**config.mk**
```make
export PLATFORM = sky130hd
export DESIGN_NAME = uart_imem_loader
export DESIGN_NICKNAME = d
export VERILOG_FILES = /design/src/rtl/uart_imem_loader_pkg.sv /design/src/rtl/uart_imem_loader_rx.sv /design/src/rtl/uart_imem_loader.sv
export SDC_FILE = /design/constraint.sdc
export NUM_CORES = 1
export LEC_CHECK = 0
export ABC_AREA = 1
export CORE_ASPECT_RATIO = 1.5
export CORE_MARGIN = 2
export CORE_UTILIZATION = 55
export DETAILED_ROUTE_END_ITERATION = 8
export PLACE_DENSITY = 0.86
export SYNTH_ARGS = -nofsm -noshare
export SYNTH_HDL_FRONTEND = slang
export SYNTH_SLANG_ARGS = --single-unit
```
**constraint.sdc**
```tcl
create_clock -name clk -period 2.3 [get_ports clk]
set_clock_uncertainty 0.1 [all_clocks]
set_input_delay 0.46 -clock clk [delete_from_list [all_inputs] [get_ports clk]]
set_output_delay 0.46 -clock clk [all_outputs]
set_load 0.01 [all_outputs]
```
**src/rtl/uart_imem_loader_pkg.sv**
```systemverilog
// Shared types and constants for the UART instruction-memory loader.
// Frame FSM and receiver state encodings, frame field widths, baud helper.
// No logic; imported by the receiver and the loader top.
package uart_imem_loader_pkg;

    localparam int COUNT_W = 16;   // width of the big-endian word count header
    localparam int WORD_W  = 32;   // instruction word / byte address width
    localparam int BYTE_W  = 8;    // UART payload width

    typedef enum logic [2:0] {
        ST_IDLE,
        ST_HDR_HI,
        ST_HDR_LO,
        ST_DATA,
        ST_CSUM,
        ST_DONE,
        ST_ERR
    } ld_state_e;

    typedef enum logic [1:0] {
        RX_IDLE,
        RX_START,
        RX_DATA,
        RX_STOP
    } rx_state_e;

    // Nearest whole number of clocks per UART bit for a given clock and baud.
    function automatic int unsigned default_clks_per_bit(input int unsigned clk_hz,
                                                         input int unsigned baud);
        return (clk_hz + baud / 2) / baud;
    endfunction

endpackage

```
**src/rtl/uart_imem_loader_rx.sv**
```systemverilog
// 8N1 UART byte receiver with 2-flop input synchronizer and glitch-rejecting start check.
// Latency: byte_vld_o pulses one cycle after the stop bit is sampled mid-bit.
// No backpressure: each byte/error is a single-cycle pulse the consumer must take.
module uart_rx_byte
    import uart_imem_loader_pkg::*;
#(
    parameter int CLKS_PER_BIT = default_clks_per_bit(100_000_000, 115_200)
) (
    input  logic              clk,
    input  logic              reset,
    input  logic              rx_i,
    output logic              byte_vld_o,
    output logic [BYTE_W-1:0] byte_dat_o,
    output logic              frame_err_o
);

    localparam int CNT_W = $clog2(CLKS_PER_BIT);
    localparam logic [CNT_W-1:0] HALF_LAST = CNT_W'(CLKS_PER_BIT / 2 - 1);
    localparam logic [CNT_W-1:0] BIT_LAST  = CNT_W'(CLKS_PER_BIT - 1);

    logic [1:0]        sync_q;
    logic              prev_q;
    logic              rx_s;
    rx_state_e         state_q, state_d;
    logic [CNT_W-1:0]  cnt_q, cnt_d;
    logic [2:0]        bit_q, bit_d;
    logic [BYTE_W-1:0] shift_q, shift_d;
    logic              vld_q, vld_d;
    logic              ferr_q, ferr_d;

    assign rx_s        = sync_q[1];
    assign byte_vld_o  = vld_q;
    assign byte_dat_o  = shift_q;
    assign frame_err_o = ferr_q;

    // Bring the asynchronous line into the clock domain; idle level is high.
    always_ff @(posedge clk or negedge reset) begin
        if (!reset) begin
            sync_q <= 2'b11;
            prev_q <= 1'b1;
        end else begin
            sync_q <= {sync_q[0], rx_i};
            prev_q <= sync_q[1];
        end
    end

    // Receiver state, bit timer and shift register.
    always_ff @(posedge clk or negedge reset) begin
        if (!reset) begin
            state_q <= RX_IDLE;
            cnt_q   <= '0;
            bit_q   <= '0;
            shift_q <= '0;
            vld_q   <= 1'b0;
            ferr_q  <= 1'b0;
        end else begin
            state_q <= state_d;
            cnt_q   <= cnt_d;
            bit_q   <= bit_d;
            shift_q <= shift_d;
            vld_q   <= vld_d;
            ferr_q  <= ferr_d;
        end
    end

    // Start edge detect, half-bit start recheck, mid-bit data/stop sampling.
    always_comb begin
        state_d = state_q;
        cnt_d   = cnt_q + 1'b1;
        bit_d   = bit_q;
        shift_d = shift_q;
        vld_d   = 1'b0;
        ferr_d  = 1'b0;
        case (state_q)
            RX_IDLE: begin
                cnt_d = '0;
                if (prev_q && !rx_s) begin
                    state_d = RX_START;
                end
            end
            RX_START: begin
                if (cnt_q == HALF_LAST) begin
                    cnt_d   = '0;
                    bit_d   = '0;
                    // A line already back high at mid start bit was a glitch.
                    state_d = rx_s ? RX_IDLE : RX_DATA;
                end
            end
            RX_DATA: begin
                if (cnt_q == BIT_LAST) begin
                    cnt_d   = '0;
                    shift_d = {rx_s, shift_q[BYTE_W-1:1]};
                    bit_d   = bit_q + 1'b1;
                    if (bit_q == 3'd7) begin
                        state_d = RX_STOP;
                    end
                end
            end
            RX_STOP: begin
                if (cnt_q == BIT_LAST) begin
                    cnt_d   = '0;
                    state_d = RX_IDLE;
                    vld_d   = rx_s;
                    ferr_d  = !rx_s;
                end
            end
            default: begin
                state_d = RX_IDLE;
            end
        endcase
    end

endmodule

```
**src/rtl/uart_imem_loader.sv**
```systemverilog
// Boot loader: parses a UART image frame and writes words into instruction RAM.
// Latency: imem_we pulses the cycle after the 4th byte of each word is received.
// No backpressure: RAM accepts one write per cycle; CPU held in reset while loading.
module uart_imem_loader
    import uart_imem_loader_pkg::*;
#(
    parameter int CLKS_PER_BIT    = default_clks_per_bit(100_000_000, 115_200),
    parameter int ADDR_WORDS_LOG2 = 8
) (
    input  logic              clk,
    input  logic              reset,
    input  logic              uart_rx,
    input  logic              load_en,
    output logic              cpu_hold,
    output logic              imem_we,
    output logic [WORD_W-1:0] imem_addr,
    output logic [WORD_W-1:0] imem_wdata,
    output logic              load_done,
    output logic              load_err
);

    localparam int unsigned MAX_WORDS = 1 << ADDR_WORDS_LOG2;

    logic               rx_vld;
    logic [BYTE_W-1:0]  rx_byte;
    logic               rx_ferr;

    ld_state_e          state_q, state_d;
    logic [COUNT_W-1:0] n_q, n_d;
    logic [COUNT_W-1:0] words_q, words_d;
    logic [1:0]         bcnt_q, bcnt_d;
    logic [WORD_W-1:0]  word_q, word_d;
    logic [BYTE_W-1:0]  xor_q, xor_d;
    logic               hold_q, hold_d;
    logic               we_q, we_d;
    logic [WORD_W-1:0]  addr_q, addr_d;
    logic [WORD_W-1:0]  wdata_q, wdata_d;
    logic               done_q, done_d;
    logic               err_q, err_d;
    logic               en_prev_q;

    logic               loading;
    logic               start_load;
    logic [COUNT_W-1:0] n_shift;
    logic [WORD_W-1:0]  word_shift;
    logic               n_bad;

    uart_rx_byte #(
        .CLKS_PER_BIT(CLKS_PER_BIT)
    ) u_rx (
        .clk        (clk),
        .reset      (reset),
        .rx_i       (uart_rx),
        .byte_vld_o (rx_vld),
        .byte_dat_o (rx_byte),
        .frame_err_o(rx_ferr)
    );

    assign n_shift    = {n_q[BYTE_W-1:0], rx_byte};
    assign word_shift = {word_q[WORD_W-BYTE_W-1:0], rx_byte};
    assign n_bad      = (n_shift == '0) || (32'(n_shift) > MAX_WORDS);

    assign cpu_hold   = hold_q;
    assign imem_we    = we_q;
    assign imem_addr  = addr_q;
    assign imem_wdata = wdata_q;
    assign load_done  = done_q;
    assign load_err   = err_q;

    // Frame FSM state, counters, word assembly and registered write port.
    always_ff @(posedge clk or negedge reset) begin
        if (!reset) begin
            state_q   <= ST_IDLE;
            n_q       <= '0;
            words_q   <= '0;
            bcnt_q    <= '0;
            word_q    <= '0;
            xor_q     <= '0;
            hold_q    <= 1'b1;
            we_q      <= 1'b0;
            addr_q    <= '0;
            wdata_q   <= '0;
            done_q    <= 1'b0;
            err_q     <= 1'b0;
            en_prev_q <= 1'b0;
        end else begin
            state_q   <= state_d;
            n_q       <= n_d;
            words_q   <= words_d;
            bcnt_q    <= bcnt_d;
            word_q    <= word_d;
            xor_q     <= xor_d;
            hold_q    <= hold_d;
            we_q      <= we_d;
            addr_q    <= addr_d;
            wdata_q   <= wdata_d;
            done_q    <= done_d;
            err_q     <= err_d;
            en_prev_q <= load_en;
        end
    end

    // Next-state logic: abort and framing errors take priority over byte handling.
    always_comb begin
        state_d    = state_q;
        n_d        = n_q;
        words_d    = words_q;
        bcnt_d     = bcnt_q;
        word_d     = word_q;
        xor_d      = xor_q;
        hold_d     = hold_q;
        we_d       = 1'b0;
        addr_d     = addr_q;
        wdata_d    = wdata_q;
        done_d     = done_q;
        err_d      = err_q;
        start_load = 1'b0;
        loading    = (state_q == ST_HDR_HI) || (state_q == ST_HDR_LO) ||
                     (state_q == ST_DATA)   || (state_q == ST_CSUM);

        if (loading && !load_en) begin
            // Abort: words already written stay in RAM, CPU is released.
            state_d = ST_IDLE;
            hold_d  = 1'b0;
            done_d  = 1'b0;
        end else if (loading && rx_ferr) begin
            state_d = ST_ERR;
            hold_d  = 1'b1;
            err_d   = 1'b1;
        end else begin
            case (state_q)
                ST_IDLE: begin
                    hold_d     = 1'b0;
                    start_load = load_en;
                end
                ST_HDR_HI: begin
                    if (rx_vld) begin
                        n_d     = n_shift;
                        state_d = ST_HDR_LO;
                    end
                end
                ST_HDR_LO: begin
                    if (rx_vld) begin
                        n_d = n_shift;
                        if (n_bad) begin
                            state_d = ST_ERR;
                            err_d   = 1'b1;
                        end else begin
                            state_d = ST_DATA;
                        end
                    end
                end
                ST_DATA: begin
                    if (rx_vld) begin
                        word_d = word_shift;
                        xor_d  = xor_q ^ rx_byte;
                        bcnt_d = bcnt_q + 1'b1;
                        if (bcnt_q == 2'd3) begin
                            we_d    = 1'b1;
                            addr_d  = WORD_W'(words_q[ADDR_WORDS_LOG2-1:0]) << 2;
                            wdata_d = word_shift;
                            words_d = words_q + 1'b1;
                            if ((words_q + 1'b1) == n_q) begin
                                state_d = ST_CSUM;
                            end
                        end
                    end
                end
                ST_CSUM: begin
                    if (rx_vld) begin
                        if (rx_byte == xor_q) begin
                            state_d = ST_DONE;
                            done_d  = 1'b1;
                            hold_d  = 1'b0;
                        end else begin
                            state_d = ST_ERR;
                            err_d   = 1'b1;
                        end
                    end
                end
                ST_DONE: begin
                    // Only a fresh rising edge of load_en starts another image.
                    start_load = load_en && !en_prev_q;
                end
                ST_ERR: begin
                    if (!load_en) begin
                        state_d = ST_IDLE;
                        hold_d  = 1'b0;
                    end
                end
                default: begin
                    state_d = ST_IDLE;
                end
            endcase

            if (start_load) begin
                state_d = ST_HDR_HI;
                hold_d  = 1'b1;
                done_d  = 1'b0;
                err_d   = 1'b0;
                n_d     = '0;
                words_d = '0;
                bcnt_d  = '0;
                word_d  = '0;
                xor_d   = '0;
            end
        end
    end

endmodule
```
Word-level counts from Yosys, hierarchy flattened
Index checks and enable logic that the tools add are counted.

Bits in registers: 142. Bits in latches: 0. Memory bits (writable): 0. Memory bits (read-only): 0. Output and inout bits: 68. Memories: 0.

Add/subtract/negate cells: 4. $mul: 0. Div/mod/pow operators: 0. Magnitude comparators: 1. Equality and inequality tests: 34. Shifts and indexed selects: 0. Multiplexer cells: 74. Bitwise logic cells: 3. Reduce and logical (&&, ||, !) cells: 38.

Operators with widths (number): $mux 16 (7); $mux 24 (3); $mux 3 (13); $ne 5x1->1 const B (7); $pmux 10 s3 (1); $mux 1 (29); $mux 8 (3); $mux 10 (2); $mux 2 (10); $pmux 3 s6 (1); $add 16x1->16 const B (1); $eq 16x16->1 (1); $gt 16x9->1 const B (1); $logic_not 16->1 (1); $reduce_and 4->1 (4); $reduce_and 5->1 (3); $eq 3x3->1 const B (4); $ne 4x1->1 const B (3); $add 10x1->10 const B (1); $eq 10x10->1 const B (1); $eq 10x9->1 const B (1); $ne 2x1->1 const B (5); $reduce_bool 2->1 (5); $reduce_bool 3->1 (3); 29 further kinds (44).

Longest topological paths before layout
Gate-level depths: netlist of the first run.

Depth in word-level cells: 10. Mapped depth: 17. Mapped depth without buffers: 17.

By module
A second synthesis of the first run with hierarchy kept.

Cells, all modules: 835. Area total of the unflattened synthesis: 6876.6 um^2.

By module, submodules not included: uart_imem_loader (times used 1, cells an instance 691, area an instance 5531.6 um^2, seq. area each 2854.0 um^2); uart_rx_byte (times used 1, cells an instance 144, area an instance 1345.0 um^2, seq. area each 704.4 um^2).

Worst setup path before layout of the first run
No wires, ideal clock.

Path type: reg-to-reg. Start: reg words_q[0]. End: reg state_q[2]. Library setup time: 117 ps. Data arrival time: 1746 ps. Data required time: 2083 ps. Setup slack: 337 ps. Cell stages (with the launch flop): 17. Clock period less this slack: 1963 ps. Path through: dfrtp_1 > ha_1 > nand2_1 > nor2_1 > nand2_1 > nand2_1 > nand2_1 > nand2_1 > nand2_1 > nor2_1 > nand2_1 > nor2_1 > nand3_1 > nand2_2 > nand2_2 > nand2_1 > nand2_1.

Word-level cells in the longest chain between the ends: 4.

Ends and longest elaborated chain: start: declaration (RTL line uart_imem_loader.sv:30) `logic [COUNT_W-1:0] words_q, words_d;`; start signal: assignment (RTL line uart_imem_loader.sv:89) `words_q <= words_d;`; $add 16x1->16 (RTL line uart_imem_loader.sv:163) `if ((words_q + 1'b1) == n_q) begin`; $eq 16x16->1 (RTL line uart_imem_loader.sv:163); $ne 5x1->1 (no line); $reduce_and 8->1 (no line); end signal: assignment (RTL line uart_imem_loader.sv:87) `state_q <= state_d;`; end: declaration (RTL line uart_imem_loader.sv:28) `ld_state_e state_q, state_d;`.

Every way passes these cells. A chain may end at the register's enable or synchronous reset.

Worst setup path after layout of the first run
Start: reg words_q[2]. End: reg state_q[2].

The elaborated chain is that of the path after synthesis.

==> out/qor.yml, run 1 <==
timing:
  finalWorstSetupSlack_ns: 0.05433
  final-hold-violation-count: 0
  fin_crit_sh: 0.9764
  slew_headroom: 0.6619
  fmax_mhz: 445.3
  tns_ns: 0
  tightestPinTransition_ns: 0.5071
  layout_min_cycle_time_ns: 2.246
  setup_viol: 0
  slew_violations: 0
  holdWs_ns: 0.2593
routing:
  antenna_left: 0
  met1_length_um: 6217
  drc: 0
  routedWlPerCell_um: 15.81
  num_vias: 5878
  first_pass_iters: 5
  first_iter_violations: 393
  met3_length_um: 818
  finalWirelength_um: 16760
  viasPerCell: 5.545
  highest_layer: "met4"
  wl_met2_um: 9162
clocking:
  path_clk_slew_ns: 0.06
  cts.sinks: 142
  cts-root-buf: "clkbuf_16"
  clockBufferDepth: 2
  cts_buffers: 17
  cts_tree: "built"
  cts-htree-levels: 4
  clock_latency_ns: 0.43
floorplanning:
  die_h_um: 140.7
  dieWidth_um: 95.14
  io_pins: 72
  coreArea_um2: 12080
  initial_core_util: 0.5674
  die_area_um2: 13390
  rows: 49
place:
  place_congestion: 0.9156
  dp_hpwl_um: 11020
  post_dp_cell_area_um2: 7581
  io_buffers: 47
  pre_cts_ws_ns: -0.02760
  dpl.cell_count: 1025
finish:
  fin_nets: 908
  design_area_um2: 8328
  area_delta_synth_final_pct: 21.53
  final_cells: 1060
  drive_gt1_frac: 0.1224
  antenna_cells: 0
logic_synthesis:
  synth-seq-cells: 142
  yosysWarnings: 0
  synth_top_area_share: 0.5039
  yosys-top-cells-area: "dfrtp_1 (50%), nand2_1 (11%), inv_1 (5.5%), nand3_1 (4.5%), o21ai_0 (4.0%)"
  synthesis.area_um2: 6853
  synth_ff_type: "dfrtp_1"
  synth_top_area_cell: "dfrtp_1"
  synth_cell_types: 42
  async_flop_share: 1.000
  ys_seq_area_frac: 0.5193
  syn_inst: 818
  syn_area_per_cell_um2: 8.378
  synth_edf_count: 0
setup_path:
  cp_cell_sequence: "nand2_1 > nor2_4 > nand2_1 > nand3_1 > nand2_1 > inv_1 > nand2_1 > nor2_2 > nand2_1 > nor2_2 > nand3_2 > nand2_2 > nand2_2 > nand2_1 > nand2_1"
  cpMostUsedCell: "nand2_1"
  worst_ep_arrival_time_ns: 2.47
  critPathMaxStageDelay_ns: 0.50
  required_ns: 2.52
  reg2regPathDepth: 15
  crit_path_start_kind: "register"
  cp_slowest_cell: "dfrtp_1"
  crit_fanout: 6
  cp-end-kind: "register"
  criticalPathCategory: "register to register"
power:
  powerDensity_nw_per_um2: 934.0
  p_sw_frac: 0.3286
  p_seq_frac: 0.383
  power_frac_comb: 0.231
  internal-power_uw: 5223
  p_leak_uw: 0.003853
  power_switching_uw: 2556
  p_clk_frac: 0.386
  ir_drop_v: 0.0006249
global_routing:
  overflow: 0
  grt_pass1_wl_um: 27050
  grt_start_max_net_pins: 56
  grt_usage: 0.2596
  antenna_found_initial: 0
  grt_pass1_vias: 5798
min_path:
  hp-class: "register to register"
  worstHoldPathCells: 0
flow_run:
  maxCapViolCount: 0
outcome:
  status: "completed"
cells in the mapped netlist (2+ instances only):
library cell,number
a21oi_1,7
buf_2,9
buf_4,25
buf_6,2
clkbuf_1,8
dfrtp_1,138
dfstp_2,4
ha_1,10
inv_1,100
inv_2,7
nand2_1,193
nand2_2,5
nand3_1,61
nand4_1,15
nor2_1,56
nor2_2,7
nor2_4,4
nor3_1,11
o21ai_0,55
o21ai_1,43
o22ai_1,25
o22ai_2,2
xnor2_1,10
xor2_1,3
repair_timing:
item	4_1_cts	5_1_grt
gates resized for setup	0	20
endpoints found under the hold margin	51	0
endpoints found under the setup margin	0	3
setup buffers	0	2
hold buffers	1	0
flip-flops by register name (all words and copies together) (netlist names), 2 cells and up, named ones only:
signal and flops:
u_rx.byte_dat_o 8, bcnt_q 2, imem_addr 8, u_rx.bit_q 3, u_rx.cnt_q 10, xor_q 8, words_q 16, imem_wdata 32
state_q 3, n_q 16, word_q 24, u_rx.sync_q 2
area by class of cell:
| cell class | count | area (um2) |
|---|---|---|
| Clock buffer | 17 | 425.4 |
| Clock inverter | 15 | 222.7 |
| Fill cell | 885 | 3750 |
| Inverter | 108 | 407.9 |
| Multi-Input combinational cell | 546 | 2754 |
| Sequential cell | 142 | 3558 |
| Tap cell | 153 | 191.4 |
| Timing Repair Buffer | 79 | 768.2 |
per-layer routing:
layer / track usage / vias to the layer above
met5: 0 / -
met4: 0.1144 / 0
met3: 0.05131 / 56
met2: 0.4592 / 238
met1: 0.2982 / 2822
li1: - / 2762
power groups by stage:
stage	clock [uW]	sequential (uW)	combinational (uW)
finish	3000	2980	1800
global placement	0	3000	1730
CTS	3010	2970	1810
global route	3120	3000	2010
detailed placement	0	3010	1770
floorplan	0	2990	1220
final timing paths:
kind / from / slack (ns) / end
max in group asynchronous: reset / 0.94 / u_rx.sync_q[0]
setup / recovery: words_q[2] / 0.05 / state_q[2]
hold / removal: u_rx.sync_q[0] / 0.26 / u_rx.sync_q[1]
setup reg to reg: words_q[2] / 0.05 / state_q[2]
min in group asynchronous: reset / 0.44 / u_rx.cnt_q[8]
hold reg to reg: u_rx.sync_q[0] / 0.26 / u_rx.sync_q[1]
logic make-up (layout without fill, tap and decap cells):
family	after synthesis	count (layout)	share of synthesized area
XOR/XNOR	13	13	0.01662
flip-flops	142	142	0.5193
adder cells (fa/ha/maj)	10	10	0.01826
AND/OR/NAND/NOR	358	358	0.2304
buffers and inverters	153	219	0.1017
other	1	24	0.0005472
AO/OA/AOI/OAI	141	141	0.1132
critical path: cells and delay by family, from the launching register on:
kind | cells | cell delay, ns
simple gates | 14 | 1.44
flops | 1 | 0.50
buf+inv | 1 | 0.08
layout by cell type (no fill, tap or decap), types with 2 or more instances in the layout:
| cell | netlist | layout |
|---|---|---|
| inv_1 | 100 | 100 |
| buf_12 | 0 | 4 |
| o22ai_2 | 2 | 2 |
| clkinv_8 | 0 | 2 |
| xnor2_1 | 10 | 10 |
| buf_4 | 25 | 26 |
| nor2_1 | 56 | 51 |
| clkbuf_16 | 0 | 17 |
| inv_8 | 0 | 5 |
| o22ai_1 | 25 | 25 |
| o21ai_0 | 55 | 54 |
| nand2_4 | 1 | 2 |
| o21ai_1 | 43 | 44 |
| conb_1 | 1 | 24 |
| nand3_1 | 61 | 59 |
| dfrtp_1 | 138 | 138 |
| bufinv_16 | 0 | 3 |
| nor3_1 | 11 | 11 |
| ha_1 | 10 | 9 |
| nand4_1 | 15 | 15 |
| clkdlybuf4s50_1 | 0 | 46 |
| nand3_2 | 0 | 2 |
| inv_2 | 7 | 7 |
| nand2_1 | 193 | 189 |
| clkinv_4 | 0 | 3 |
| nor2_4 | 4 | 8 |
| inv_6 | 0 | 2 |
| nor2_2 | 7 | 8 |
| dfstp_2 | 4 | 4 |
| buf_6 | 2 | 2 |
| xor2_1 | 3 | 3 |
| a21oi_1 | 7 | 7 |
| nand2_2 | 5 | 8 |
per-stage QoR:
| stage | util | power [uW] |
|---|---|---|
| 2_1_floorplan | - | 4211 |
| 3_3_place_gp | 0.6277 | 4733 |
| 3_5_place_dp | 0.6277 | 4787 |
| 4_1_cts | 0.6822 | 7797 |
| 5_1_grt | 0.6895 | 8126 |
| 6_report | 0.6895 | 7779 |
Power figures use the tool's default switching activity.
==> run 2: changes to the inputs <==
ABC_AREA = 0   (was 1)
CORE_MARGIN = 5   (was 2)
CTS_CLUSTER_SIZE = 28   (was default)
==> out/qor.yml, run 2 <==
global_routing:
  antenna_found_initial: 0
  grt_pass1_vias: 5967
  overflow: 0
  grt_pass1_wl_um: 29520
  grt_usage: 0.2496
  grt_start_max_net_pins: 50
finish:
  design_area_um2: 8733
  area_delta_synth_final_pct: 26.08
  layout_commonest_cell: "nand2_1"
  drive_gt1_frac: 0.1669
  largest_register_ffs: 32
  antenna_cells: 0
  mostFrequentLayoutCells: "nand2_1 (245), dfrtp_1 (135), buf_4 (72)"
  fin_nets: 895
  finalCoreUtilization: 0.7015
logic_synthesis:
  synthesis.area_um2: 6927
  ys_seq_area_frac: 0.5137
  syn_area_per_cell_um2: 8.903
  yosysWarnings: 0
  synth_top_area_cell: "dfrtp_1"
  syn_inst: 778
  synth_ff_type: "dfrtp_1"
  yosys-top-cells-area: "dfrtp_1 (50%), nand2_1 (13%), o21ai_0 (4.5%), xnor2_1 (3.3%), buf_4 (2.7%)"
  synth_top_area_share: 0.4986
  yosysMostFrequentCell: "nand2_1"
  synth-seq-cells: 142
  synth_edf_count: 0
  synth_cell_types: 60
  async_flop_share: 1.000
  synthTopCellsByCount: "nand2_1 (246), dfrtp_1 (138), o21ai_0 (62)"
setup_path:
  reg2reg_from: "words_q[1]"
  critPathBufInv: 0
  critPathLaunch: "words_q[1]"
  critPathMaxStageDelay_ns: 0.42
  criticalPathCategory: "register to register"
  required_ns: 2.50
  crit_fanout: 5
  cp_cell_sequence: "ha_4 > nand3_4 > o21ai_0 > nand4_1 > nor4_2 > nand4_1 > o41ai_4 > mux2_1"
  critPathTopFamily: "simple AND/OR/NAND/NOR gates"
  cp-end-kind: "register"
  cp_slowest_cell: "dfrtp_1"
  cpMostUsedCell: "nand4_1"
  worst_ep_arrival_time_ns: 2.75
  crit_path_start_kind: "register"
routing:
  routedWlPerCell_um: 16.84
  drc: 0
  highest_layer: "met4"
  antenna_left: 0
  met3_length_um: 927
  wl_met2_um: 9611
  finalWirelength_um: 17660
  num_vias: 5934
  first_iter_violations: 398
  viasPerCell: 5.657
  met1_length_um: 6446
  first_pass_iters: 5
floorplanning:
  coreArea_um2: 12450
  die_area_um2: 14980
  io_pins: 72
  initial_core_util: 0.5564
  dieWidth_um: 101.6
  die_h_um: 147.4
  rows: 50
outcome:
  status: "complete, but fails checks"
  violations: "setup timing"
power:
  powerDensity_nw_per_um2: 789.4
  power_switching_uw: 1996
  power_frac_comb: 0.182
  p_clk_frac: 0.429
  p_seq_frac: 0.389
  ir_drop_v: 0.0006880
  totalPowerFinal_uw: 6894
  internal-power_uw: 4898
  p_leak_uw: 0.004174
  p_sw_frac: 0.2895
place:
  place_congestion: 0.9423
  post_dp_cell_area_um2: 8013
  io_buffers: 47
  dp_hpwl_um: 11260
  pre_cts_ws_ns: -0.3901
timing:
  slew_headroom: 0.5703
  setup_viol: 3
  tightestPinTransition_ns: 0.6438
  rsz0062_at_grt: "yes"
  slew_violations: 0
  fmax_mhz: 392.6
  final-hold-violation-count: 0
  layout_min_cycle_time_ns: 2.547
  finalWorstSetupSlack_ns: -0.2468
  fin_crit_sh: 1.107
flow_run:
  maxCapViolCount: 0
clocking:
  clockBufferDepth: 2
  cts-root-buf: "clkbuf_16"
  clock_latency_ns: 0.43
  cts.sinks: 142
  cts-htree-levels: 4
  cts_tree: "built"
  path_clk_slew_ns: 0.06
  cts_buffers: 17
min_path:
  hp-class: "register to register"
  worstHoldStart: "u_rx.sync_q[0]"
-- run 2: worst register-to-register path, delay by kind of cell, from the launching register on --
kind | cells | cell delay, ns
fa+ha+maj | 1 | 0.17
simple gates | 4 | 0.78
mux | 1 | 0.37
compound gates | 2 | 0.59
flops | 1 | 0.42
-- run 2: area by class of cell --
| type | instances | area [um2] |
|---|---|---|
| Sequential cell | 142 | 3562 |
| Timing Repair Buffer | 126 | 1134 |
| Fill cell | 818 | 3716 |
| Inverter | 12 | 45.04 |
| Clock inverter | 14 | 206.4 |
| Clock buffer | 17 | 425.4 |
| Multi-Input combinational cell | 582 | 3166 |
| Tap cell | 156 | 195.2 |
-- run 2: timing repair --
item,CTS,global route
gates resized for setup,9,8
gates cloned,0,0
hold endpoints to repair,30,0
hold buffers,1,0
pin swaps,4,2
setup buffers,2,0
setup endpoints to repair,13,21
-- run 2: through the flow --
| step | hold slack [ns] | cells | TNS (ns) |
|---|---|---|---|
| 3_3_place_gp | 0.2458 | 1015 | -11.83 |
| 2_1_floorplan | 0.06441 | 801 | 0 |
| 5_1_grt | 0.2620 | 1049 | -1.040 |
| 4_1_cts | 0.2591 | 1049 | -0.5694 |
| 3_5_place_dp | 0.2505 | 1015 | -15.55 |
| 6_report | 0.2577 | 1049 | -0.7266 |
-- run 2: final timing paths --
path / depth (start not counted) / end / slack [ns]
worst max-delay path: 8 / state_q[1] / -0.25
worst min-delay path: 0 / u_rx.sync_q[1] / 0.26
worst max register to register: 8 / state_q[1] / -0.25
worst min register to register: 0 / u_rx.sync_q[1] / 0.26
max in group asynchronous: 3 / u_rx.byte_dat_o[0] / 0.93
min in group asynchronous: 2 / words_q[14] / 0.40
-- run 2: cell families (layout without fill, tap and decap cells) --
family                   after synthesis  in the layout  synth area share
multiplexers                          13             13           0.02077
AND/OR/NAND/NOR                      365            365            0.2298
adder cells (fa/ha/maj)               11             11           0.01951
flip-flops                           142            142            0.5137
XOR/XNOR                              45             45           0.05690
buffers and inverters                 77            169           0.05636
AO/OA/AOI/OAI                        124            124            0.1024
other                                  1             24         0.0005414
-- run 2: power by group through the flow --
| stage | combinational, uW | clock (uW) | sequential, uW |
|---|---|---|---|
| after global placement | 1170 | 0 | 2710 |
| after floorplan | 812 | 0 | 2680 |
| final | 1250 | 2960 | 2680 |
| after CTS | 1220 | 2990 | 2670 |
| after detailed placement | 1200 | 0 | 2720 |
| after global routing | 1380 | 3080 | 2690 |
-- run 2: layer usage --
layer / vias to the layer above / GRT usage
li1: 2735 / -
met2: 228 / 0.4332
met4: 0 / 0.1171
met3: 65 / 0.05382
met1: 2906 / 0.2888
met5: - / 0
==> run 3: changes to the inputs <==
ABC_AREA = default   (was 0)
==> results of run 3 <==
The final DEF is identical to that of run 2; final timing and power are the same.
